===== config.mk =====
export PLATFORM = sky130hd
export DESIGN_NAME = buf_stream_reader
export DESIGN_NICKNAME = d
export VERILOG_FILES = /design/src/rtl/buf_stream_reader.sv
export SDC_FILE = /design/constraint.sdc
export NUM_CORES = 1
export LEC_CHECK = 0
export CORE_MARGIN = 2
export CORE_UTILIZATION = 55
export DETAILED_ROUTE_END_ITERATION = 8
export DONT_BUFFER_PORTS = 1
export PLACE_DENSITY_LB_ADDON = 0.15
export SLEW_MARGIN = 20
export SYNTH_ARGS = -nofsm -noshare
export SYNTH_HDL_FRONTEND = slang
export SYNTH_SLANG_ARGS = --single-unit

===== constraint.sdc =====
create_clock -name clk -period 4.2 [get_ports clk]
set_clock_uncertainty 0.15 [all_clocks]
set_input_delay 0.42 -clock clk [delete_from_list [all_inputs] [get_ports clk]]
set_output_delay 0.42 -clock clk [all_outputs]
set_load 0.02 [all_outputs]

===== src/rtl/buf_stream_reader.sv =====
// Read-side sequencer for the dual-port feature buffer: issues len wrapped reads from base_addr,
// absorbs the 1-cycle read latency and streams words through a 3-entry FIFO over valid/ready.
module buf_stream_reader #(
  parameter int unsigned WWORD = 32,
  parameter int unsigned AW    = 12,
  parameter int unsigned DEPTH = 24
) (
  input  logic             clk,
  input  logic             rst,
  input  logic             start,
  input  logic [AW-1:0]    base_addr,
  input  logic [AW-1:0]    len,
  output logic             busy,
  output logic             done,
  output logic             rd_cen,
  output logic [AW-1:0]    rd_addr,
  input  logic [WWORD-1:0] rd_data,
  output logic             m_valid,
  input  logic             m_ready,
  output logic [WWORD-1:0] m_data,
  output logic             m_last
);

  typedef enum logic [1:0] {S_IDLE, S_RUN, S_DRAIN, S_DONE} state_t;

  state_t         state_q;
  logic [AW-1:0]  addr_q, addr_d;
  logic [AW-1:0]  len_q;
  logic [AW-1:0]  issued_q;
  logic           inflight_q;
  logic           inflight_last_q;

  logic [WWORD:0] fifo_q [3];
  logic [1:0]     wr_ptr_q, rd_ptr_q;
  logic [1:0]     count_q, count_d;

  logic [2:0]     occ;
  logic           issue;
  logic           issue_last;
  logic           push;
  logic           pop;
  logic [WWORD:0] head;

  // Issue decision uses only registered occupancy, so m_ready never reaches rd_cen combinationally.
  always_comb begin
    occ        = {1'b0, count_q} + {2'b00, inflight_q};
    issue      = (state_q == S_RUN) && (occ < 3'd3);
    issue_last = (issued_q == (len_q - AW'(1)));
    addr_d     = (addr_q == AW'(DEPTH - 1)) ? '0 : addr_q + AW'(1);
    push       = inflight_q;
    head       = fifo_q[rd_ptr_q];
    pop        = (count_q != 2'd0) && m_ready;
    count_d    = count_q;
    if (push && !pop)      count_d = count_q + 2'd1;
    else if (!push && pop) count_d = count_q - 2'd1;
  end

  assign busy    = (state_q != S_IDLE);
  assign done    = (state_q == S_DONE);
  assign rd_cen  = ~issue;
  assign rd_addr = addr_q;
  assign m_valid = (count_q != 2'd0);
  assign m_data  = head[WWORD-1:0];
  assign m_last  = m_valid & head[WWORD];

  always_ff @(posedge clk) begin
    if (rst) begin
      state_q         <= S_IDLE;
      addr_q          <= '0;
      len_q           <= '0;
      issued_q        <= '0;
      inflight_q      <= 1'b0;
      inflight_last_q <= 1'b0;
      wr_ptr_q        <= '0;
      rd_ptr_q        <= '0;
      count_q         <= '0;
      for (int unsigned i = 0; i < 3; i++) fifo_q[i] <= '0;
    end else begin
      unique case (state_q)
        S_IDLE: begin
          if (start) begin
            addr_q   <= base_addr;
            len_q    <= len;
            issued_q <= '0;
            state_q  <= (len != '0) ? S_RUN : S_DONE;
          end
        end
        S_RUN: begin
          if (issue) begin
            addr_q   <= addr_d;
            issued_q <= issued_q + AW'(1);
            if (issue_last) state_q <= S_DRAIN;
          end
        end
        S_DRAIN: begin
          if (!inflight_q && pop && head[WWORD]) state_q <= S_DONE;
        end
        S_DONE: state_q <= S_IDLE;
        default: state_q <= S_IDLE;
      endcase

      inflight_q      <= issue;
      inflight_last_q <= issue & issue_last;

      if (push) begin
        fifo_q[wr_ptr_q] <= {inflight_last_q, rd_data};
        wr_ptr_q         <= (wr_ptr_q == 2'd2) ? 2'd0 : wr_ptr_q + 2'd1;
      end
      if (pop) rd_ptr_q <= (rd_ptr_q == 2'd2) ? 2'd0 : rd_ptr_q + 2'd1;
      count_q <= count_d;
    end
  end

endmodule


=== Word-level counts from Yosys, hierarchy flattened ===
Memories as Yosys holds them, arrays and structs flattened. A register that Yosys moved wholly into a read port is not among the register bits.
Cells that the tools add are included.

* Memories: 1
* Bits in registers: 46
* Memory bits (writable): 99
* Word-level logic and storage cells: 77
* Bits of input ports: 60
* Output and inout port bits: 49

* Bitwise gates (word level): 3
* Order comparisons: 1
* Equality and inequality tests: 11
* Add/subtract/negate cells: 8
* Reduce and logical (&&, ||, !) cells: 17
* Mux-type cells: 27

{| class="wikitable"
|+ Memory list
! memory !! words !! bits a word !! read ports !! clocked after Yosys merged registers in !! wr ports !! line !! text
|-
| fifo_q || 3 || 33 || 1 || 1 || 3 || 33 || <nowiki>logic [WWORD:0] fifo_q [3];</nowiki>
|}

{| class="wikitable"
|+ Operator list
! cell !! count
|-
| 12-bit two-way mux || 5
|-
| 12-bit case mux with 2 select lines || 2
|-
| 33-bit two-way mux || 1
|-
| 33-bit OR reduction || 1
|-
| 12-bit by 1-bit adder with 12-bit output (second input constant) || 2
|-
| 2-bit two-way mux || 12
|-
| 12-bit == test || 1
|-
| 12-bit by 5-bit == test with 1-bit output (second input constant) || 1
|-
| 12-bit nonzero test || 1
|-
| 12-bit by 1-bit subtractor with 12-bit output (second input constant) || 1
|-
| 2-bit == test (second input constant) || 4
|-
| 2-bit inequality test (second input constant) || 4
|-
| 2-bit case mux with 4 select lines || 1
|-
| 2-bit nonzero test || 4
|-
| 2-bit by 1-bit adder with 2-bit output (second input constant) || 3
|-
| 1-bit two-way mux || 6
|-
| 1-bit logical AND || 5
|-
| 4-bit AND reduction || 1
|-
| 2-bit by 1-bit adder with 3-bit output || 1
|-
| 3-bit by 2-bit less-than comparator with 1-bit output (second input constant) || 1
|-
| 3-bit AND reduction || 1
|-
| 1-bit bitwise AND || 2
|-
| 2-bit by 1-bit == test with 1-bit output (second input constant) || 1
|-
| 1-bit zero test || 2
|-
| other kinds (4) || 4
|}

=== Depth between registers and ports, before layout ===
* Word-level depth: 6
* Mapped depth: 10
* Mapped depth without buffers: 10

=== Least setup slack after synthesis ===
OpenSTA, ideal clock, no wires.

* Path kind: reg2reg
* Start point: reg inflight_q
* End point: reg issued_q[9]
* Setup time: 0.128 ns
* Cell stages (with the launch flop): 10
* Period minus slack after synthesis: 2.500 ns
* Data arrival time: 2.222 ns
* Data required time: 3.922 ns
* Buffers on the path: 0
* Setup slack: 1.700 ns
* Cells stage by stage: dfxtp_1 ha_1 ha_1 a21o_1 a211oi_2 and4_1 nor2b_1 nand3_1 xor2_1 nor2_1

* Cells in the longest elaborated chain, start to end: 5

{| class="wikitable"
|+ Ends and longest elaborated chain
! what !! line !! text
|-
| start: declaration || 30 || <nowiki>logic inflight_q;</nowiki>
|-
| start signal: assignment || 102 || <nowiki>inflight_q <= issue;</nowiki>
|-
| 2-bit by 1-bit adder with 3-bit output || 46 || <nowiki>occ = {1'b0, count_q} + {2'b00, inflight_q};</nowiki>
|-
| 3-bit by 2-bit less-than comparator with 1-bit output || 47 || <nowiki>issue = (state_q == S_RUN) && (occ < 3'd3);</nowiki>
|-
| 1-bit logical AND || 47 ||
|-
| 2-bit inequality test (no source line) || - ||
|-
| 3-bit AND reduction (no source line) || - ||
|-
| end signal: assignment || 91 || <nowiki>issued_q <= issued_q + AW'(1);</nowiki>
|-
| end: declaration || 29 || <nowiki>logic [AW-1:0] issued_q;</nowiki>
|}

Every way passes these cells.
A chain may end at the register's enable or synchronous reset.

==> flow_metrics.py <==
metrics = {
    "outcome": {
        "status": "completed",
    },
    "clock_network": {
        "clockBufferDepth": 2,
        "cts_root_buf": "clkbuf_16",
        "cts_hold_buf": 46,
        "clk_latency_ns": 0.43,
        "postCtsSetupBuffers": 0,
        "cts_tree": "built",
        "cts-buffers-inserted": 17,
        "cts.htree.levels": 4,
        "clock_sinks": 180,
        "clkSlewWorstSetupHoldPaths_ns": 0.07,
        "post_cts_resized": 0,
    },
    "timing": {
        "worst_pin_slew_ns": 0.967,
        "min_period_ns": 2.81,
        "finalCritPeriodShare_pct": 66.8,
        "whs_ns": 0.0274,
        "finalHoldViolCount": 0,
        "fmax_ghz": 0.356,
        "grt_setup_unrepaired": "no",
        "setup_tns_ns": 0,
        "maxSlewViolCount": 0,
        "slew-limit-headroom_pct": 35.5,
        "setup_viol": 0,
    },
    "grt": {
        "grt-ovfl-total": 0,
        "antenna_found_initial": 0,
        "met2_usage_pct": 36.7,
        "grt_pass1_wl_microns": 27300,
        "use_met1_pct": 28.2,
        "grt_max_degree": 36,
        "use_met3_pct": 6.80,
        "grt_busiest_layer": "met2",
        "grt_usage_pct": 22.2,
        "grt_pass1_vias": 5219,
    },
    "setup_path": {
        "crit_family": "multiplexers",
        "path_max_fanout": 21,
        "required_ns": 3.63,
        "worstSetupPathType": "register to output pin",
        "start_kind": "register",
        "slowest_stage": "mux4_2",
        "end_kind": "output pin",
        "path_buf_inv": 1,
        "arrival_ns": 2.24,
        "max_stage_delay_ns": 0.66,
        "critical_path.cell_chain": "buf_4 -> mux4_2",
    },
    "layout": {
        "fin_nets": 756,
        "fillCellCount": 1116,
        "diodes": 0,
        "drive_above_1_share_pct": 13.2,
        "synthToLayoutAreaGrowth_pct": 14.6,
        "ff_latch_area_sq_mm": 0.00493,
        "multiInputGateArea_sq_mm": 0.00309,
    },
    "power_and_ir_drop": {
        "leakagePower_nw": 3.36,
        "peakVddDrop_v": 0.000373,
        "cellPowerDensity_mw_per_mm2": 545,
        "total_power_mw": 5.12,
    },
    "logic_synthesis": {
        "yosysTopAreaCell": "edfxtp_1",
        "ys_seq_area_share_pct": 60.1,
        "async_reset_ff_share_pct": 0,
        "syn_area_sq_mm": 0.00819,
        "synth_area_leaders": "edfxtp_1 (48%), dfxtp_1 (12%), mux4_2 (9.1%)",
        "synth-seq-cells": 180,
        "synth_edf_count": 132,
        "yosys.area_share.adder_pct": 1.83,
        "synthMuxAreaShare_pct": 9.19,
        "synthCells": 646,
        "yosys.area_share.xor_xnor_pct": 2.67,
        "synth_nets": 718,
        "synth_common_cells": "edfxtp_1 (132), and2_1 (102), dfxtp_1 (48), nand2_1 (46), nor2_1 (43)",
        "synthSimpleGateAreaFrac_pct": 17.2,
        "yosysWarningCount": 0,
        "synth.avg_cell_area_sq_um": 12.7,
        "synth_top_family_by_area": "simple AND/OR/NAND/NOR gates",
        "ys_types": 53,
        "yosysTopAreaCellShare_pct": 48.4,
        "synthFlopType": "edfxtp_1",
        "synth_compound_area_share_pct": 6.63,
        "synth.most_common_cell": "edfxtp_1",
    },
    "detailed_routing": {
        "wl_per_cell_microns": 19.2,
        "drt-total-wl_microns": 16900,
        "drc": 0,
        "ant_nets": 0,
        "dr.pass1.iters": 4,
        "vias": 5087,
        "detail_route.iter0.violations": 352,
        "routed_via_density": 5.77,
    },
    "floorplan": {
        "die_area_sq_mm": 0.0159,
        "pin_count": 109,
        "die_y_microns": 126,
        "die_w_microns": 126,
        "core_area_sq_mm": 0.0145,
        "core.rowCount": 44,
        "start_util_pct": 56.4,
    },
    "placed_design": {
        "place_congestion": 0.844,
        "dp_hpwl_microns": 9980,
        "io_buffers": 0,
    },
    "job": {
        "maxCapViolations": 0,
    },
    "min_path": {
        "hold_class": "input pin to register",
    },
}
[stage by stage]
stage               cell area (sq um)  utilization (%)  std cells  worst slack [ns]
finish                           9390             64.6        881              1.39
global route                     9390             64.6        881              1.22
CTS                              9390             64.6        881              1.30
detailed placement               8370             57.6        803              1.48
global placement                 8370             57.6        803              1.56
floorplan                        8190                -        646              1.70
[power by group]
part           internal, mW  switching [mW]
Combinational         0.533           0.787
Clock                 0.796           0.691
Sequential             2.08           0.234
Total                  3.41            1.71
[placed cells by master, fill, tap and decap left out, types with 3 or more instances in the layout]
cell type / count
o22ai_1: 3
or3_1: 3
nor2b_1: 4
nor4_1: 9
xor2_1: 12
clkbuf_16: 17
and2_1: 102
dfxtp_1: 46
a21o_1: 4
dlygate4sd3_1: 45
and3_1: 7
nand2_1: 46
inv_1: 17
or2_2: 5
a31oi_1: 4
nand3_1: 11
a22oi_1: 4
clkinv_4: 4
buf_4: 7
nand4_1: 6
a21oi_1: 35
nor2_1: 42
xnor2_1: 13
clkinv_2: 3
a211oi_1: 6
edfxtp_1: 132
nor3_1: 12
mux4_2: 33
o21ai_0: 8
ha_1: 12
[metal layers]
metal  wire (microns)  up-vias
li1                 -     2436
met2             8170      145
met4              294        0
met5                0        -
met3             1030       29
met1             7410     2477
[state kept, by name, indices dropped and copies added, names as in the netlist, named ones only]
signal and cells:
count_q 2, fifo_q 132, inflight_last_q 1, inflight_q 1, issued_q 12, len_q 12
rd_addr 12, rd_ptr_q 2, state_q 2, wr_ptr_q 2
[worst paths after layout]
check	start	end	slack, ns	cells past startpoint
hold / removal	rd_data[17]	fifo_q[0][17]$_SDFFCE_PN0P_	0.03	1
setup reg to reg	rd_addr[0]$_SDFFE_PP0P_	rd_addr[11]$_SDFFE_PP0P_	1.46	8
hold reg to reg	inflight_last_q$_SDFF_PP0_	fifo_q[3][32]$_DFFE_PP_	0.33	0
setup / recovery	register	m_data[0]	1.39	2
[worst register-to-register path: cells and delay by family, from the launching register on]
family,cells,cell delay [ns]
simple gates,3,0.22
flops,1,0.55
compound gates,3,1.15
fa+ha+maj,1,0.30
buf+inv,1,0.28
[cells by family (layout without fill, tap and decap cells)]
| kind of cell | after synthesis | count (layout) |
|---|---|---|
| muxes | 34 | 34 |
| DFF | 180 | 180 |
| xor gates and xnor gates | 25 | 25 |
| AOI/OAI and AO/OA | 82 | 82 |
| buffers and inverters | 51 | 102 |
| and+or+nand+nor | 262 | 262 |
| adders and majority gates | 12 | 12 |
[layout make-up]
class                      instances  area share (%)
timing repair buffer              53            5.57
sequential                       180            52.5
inverter                          17           0.680
tap                              184            2.45
multi-input combinational        415            32.9
clock buffer                      19            4.82
clock inverter                    13            1.07
No activity file was read; power rests on OpenSTA's default activity.
==> patch: new RTL, same settings <==
Make the reset (`rst`) asynchronous in one clocked block.
--- a/src/rtl/buf_stream_reader.sv
+++ b/src/rtl/buf_stream_reader.sv
@@ -65,3 +65,3 @@
 
-  always_ff @(posedge clk) begin
+  always_ff @(posedge clk or posedge rst) begin
     if (rst) begin
Formal check against the unedited RTL: differs if rst is asserted again (counterexample within 4 cycles, from zero or initial values and one cycle with rst high); with rst held inactive, the same outputs for 4 cycles.
==> patch against the original RTL <==
  * Die area down 14%
  * Final area decreased by 11%
  * Area after synthesis fell by 14%
  * First-iteration DRC count decreased by 25%
  * Worst hold slack worse by 0.0039 ns
  * Sequential cell count is 35 lower
  * Wire length down 13%
  * Via count decreased by 7.9%
  * Count of clock-buffer cells in the layout rose by 1
  * Worst setup slack worse by 0.070 ns
  * Register-to-register slack better by 0.22 ns
  * Critical path type unchanged
  * Critical endpoint unchanged
Power is not compared: it rests on default switching activity, and its combinational part moved more than twofold at a synthesized area within 25%.
==> patch: results (changes against the original RTL) <==
The number of post-CTS setup repair buffers was 0 (unchanged); the longest individual stage delay on the worst path was 0.80 ns (+0.14 ns). The compound-gate portion of the synthesized area came out at 7.933% (+1.3 points). The xor/xnor cell area share of the yosys netlist works out to 3.461% (+0.79 points). In the synthesized netlist the dominant register cell turns out to be dfrtp_1. The maximum number of pins on one net before global-route repair was 84 (+130%); the switching power was 2.659 mW.

The flow ran to the end, and the final reports show no timing, DRC or antenna violations. The total routed wirelength was 14,650 um (-13%); the post-layout net count was 712 (-5.8%). Layout cell share with drive strength beyond 1: 25.61% (+12 points). On the critical path, the stage with the largest delay is an instance of nor2b_2. The met2 track utilization from global routing came out at 38.01% (+1.3 points). For the data arrival at the endpoint of the critical path, the log shows 2.31 ns (+0.07 ns).

The count of filler cells inserted in the layout is 950 (-15%). The quantity of gates resized following cts is 0 (unchanged). The highest metal layer with signal wires was met4. The buffer cell driving the clock tree root is clkbuf_16. The largest register by flop count was fifo_q. Ranked by instance count, the synthesized netlist is headed by 145 x dfrtp_1, 112 x mux2_2, 51 x o21ai_0. Proportion of synthesized area in mux cells: 23.00% (+14 points). In the post-synthesis netlist, the biggest area contributors are dfrtp_1 51%, mux2_2 18%, mux2i_1 5.1%.

The number of hold buffers added after CTS came out at 45 (-2.2%). The tools report the total number of vias as 4,687 (-7.9%). The combined global-route utilization of all metal layers was 23.05% (+0.82 points); the clock latency on the worst-skew pair was 0.41 ns (-0.02 ns). Post-synthesis share of cell area spent on full adders, half adders and majority gates: 2.130% (+0.30 points). The worst-case setup slack after placement was 1.651 ns (+0.1673 ns). Detailed placement HPWL: 9504 um (-4.8%). The worst-path maximum fanout is 20 (-4.8%), and the flip-flop count of the largest register after layout is 99 (-25%). Grouping stages by cell kind, the critical path spends the most delay in simple AND/OR/NAND/NOR gates. The fraction of registers with async set or reset after synthesis came out at 100.0% (+100 points). The measured slew at the worst slew-check pin is 1.022 ns (+0.05475 ns), and the count of routing violations after the opening detailed-route iteration is 265 (-25%).

The global-route wire length before repair is 24,200 um (-11%). The synthesized net count was 669 (-6.8%); the met2 wirelength from detailed routing was 7284 um (-11%). The fraction of the yosys area taken by sequential cells was 51.46% (-8.6 points). The highest achievable clock rate is 347.6 MHz (-2.4%), and the reported leakage power is 3.599 nW. The logs give 28.96% (+0.76 points) for the met1 global-route usage and 4,916 (-5.8%) for the via count of the first global-routing pass. The placer's final routability congestion estimate was 0.7751 (-8.2%). The tools report the detailed route wirelength on metal3 as 821 um (-21%). The detailed-routing wirelength on met1 is 6322 um (-15%), and the global routing usage on met3 is 7.209% (+0.41 points). The number of library cell types mapped by synthesis is 51 (-3.8%), and the clock transition at the register clock pins on the worst setup and hold paths after CTS is 0.05 ns (-0.02 ns).
==> patch: cell types whose count changed in the layout (fill, tap and decap cells not counted), moves of 35 or more <==
cell      change
dfxtp_1      -46
dfrtp_1     +144
o21ai_0      +43
edfxtp_1    -132
mux2i_1      +35
mux2_2      +112
and2_1      -100
==> patch: power groups by stage <==
stage,clock network [mW],registers [mW],logic [mW]
after global placement,0,2.57,2.61
after detailed placement,0,2.62,2.70
after CTS,1.66,2.60,2.75
after floorplan,0,2.46,2.29
final,1.63,2.60,2.73
after global routing,1.73,2.70,3.02
==> patch: path summary, 6_finish.rpt <==
check	from	to	depth (start not counted)
worst min register to register	count_q[1]	count_q[1]	1
worst min-delay path	rd_data[3]	fifo_q[69]	1
min in group asynchronous	rst	rd_addr[10]	2
worst max-delay path	rd_ptr_q[1]	m_data[0]	4
worst max register to register	state_q[1]	issued_q[11]	9
max in group asynchronous	rst	issued_q[2]	3
==> patch: cell families after synthesis <==
kind of cell | count (synthesis)
AOI/OAI and AO/OA | 88
DFF | 145
and+or+nand+nor | 128
buffers and inverters | 49
adders and majority gates | 12
muxes | 148
xor gates and xnor gates | 27
==> patch: cell type report <==
class	instances	area share, %
inverter	19	0.9008
sequential	145	43.55
timing repair buffer	54	6.395
clock buffer	20	5.480
multi-input combinational	403	38.87
clock inverter	11	2.222
tap	172	2.582
==> patch: stage by stage <==
step	hold WS [ns]	total power [mW]	instance area, um^2	std cells	util, %
global route	0.001152	7.446	8334	824	66.31
floorplan	0.3112	4.751	7054	597	-
CTS	0.0003816	7.012	8324	823	66.23
finish	0.02350	6.962	8334	824	66.31
detailed placement	0.2096	5.325	7232	747	57.54
global placement	0.2059	5.184	7232	747	57.54
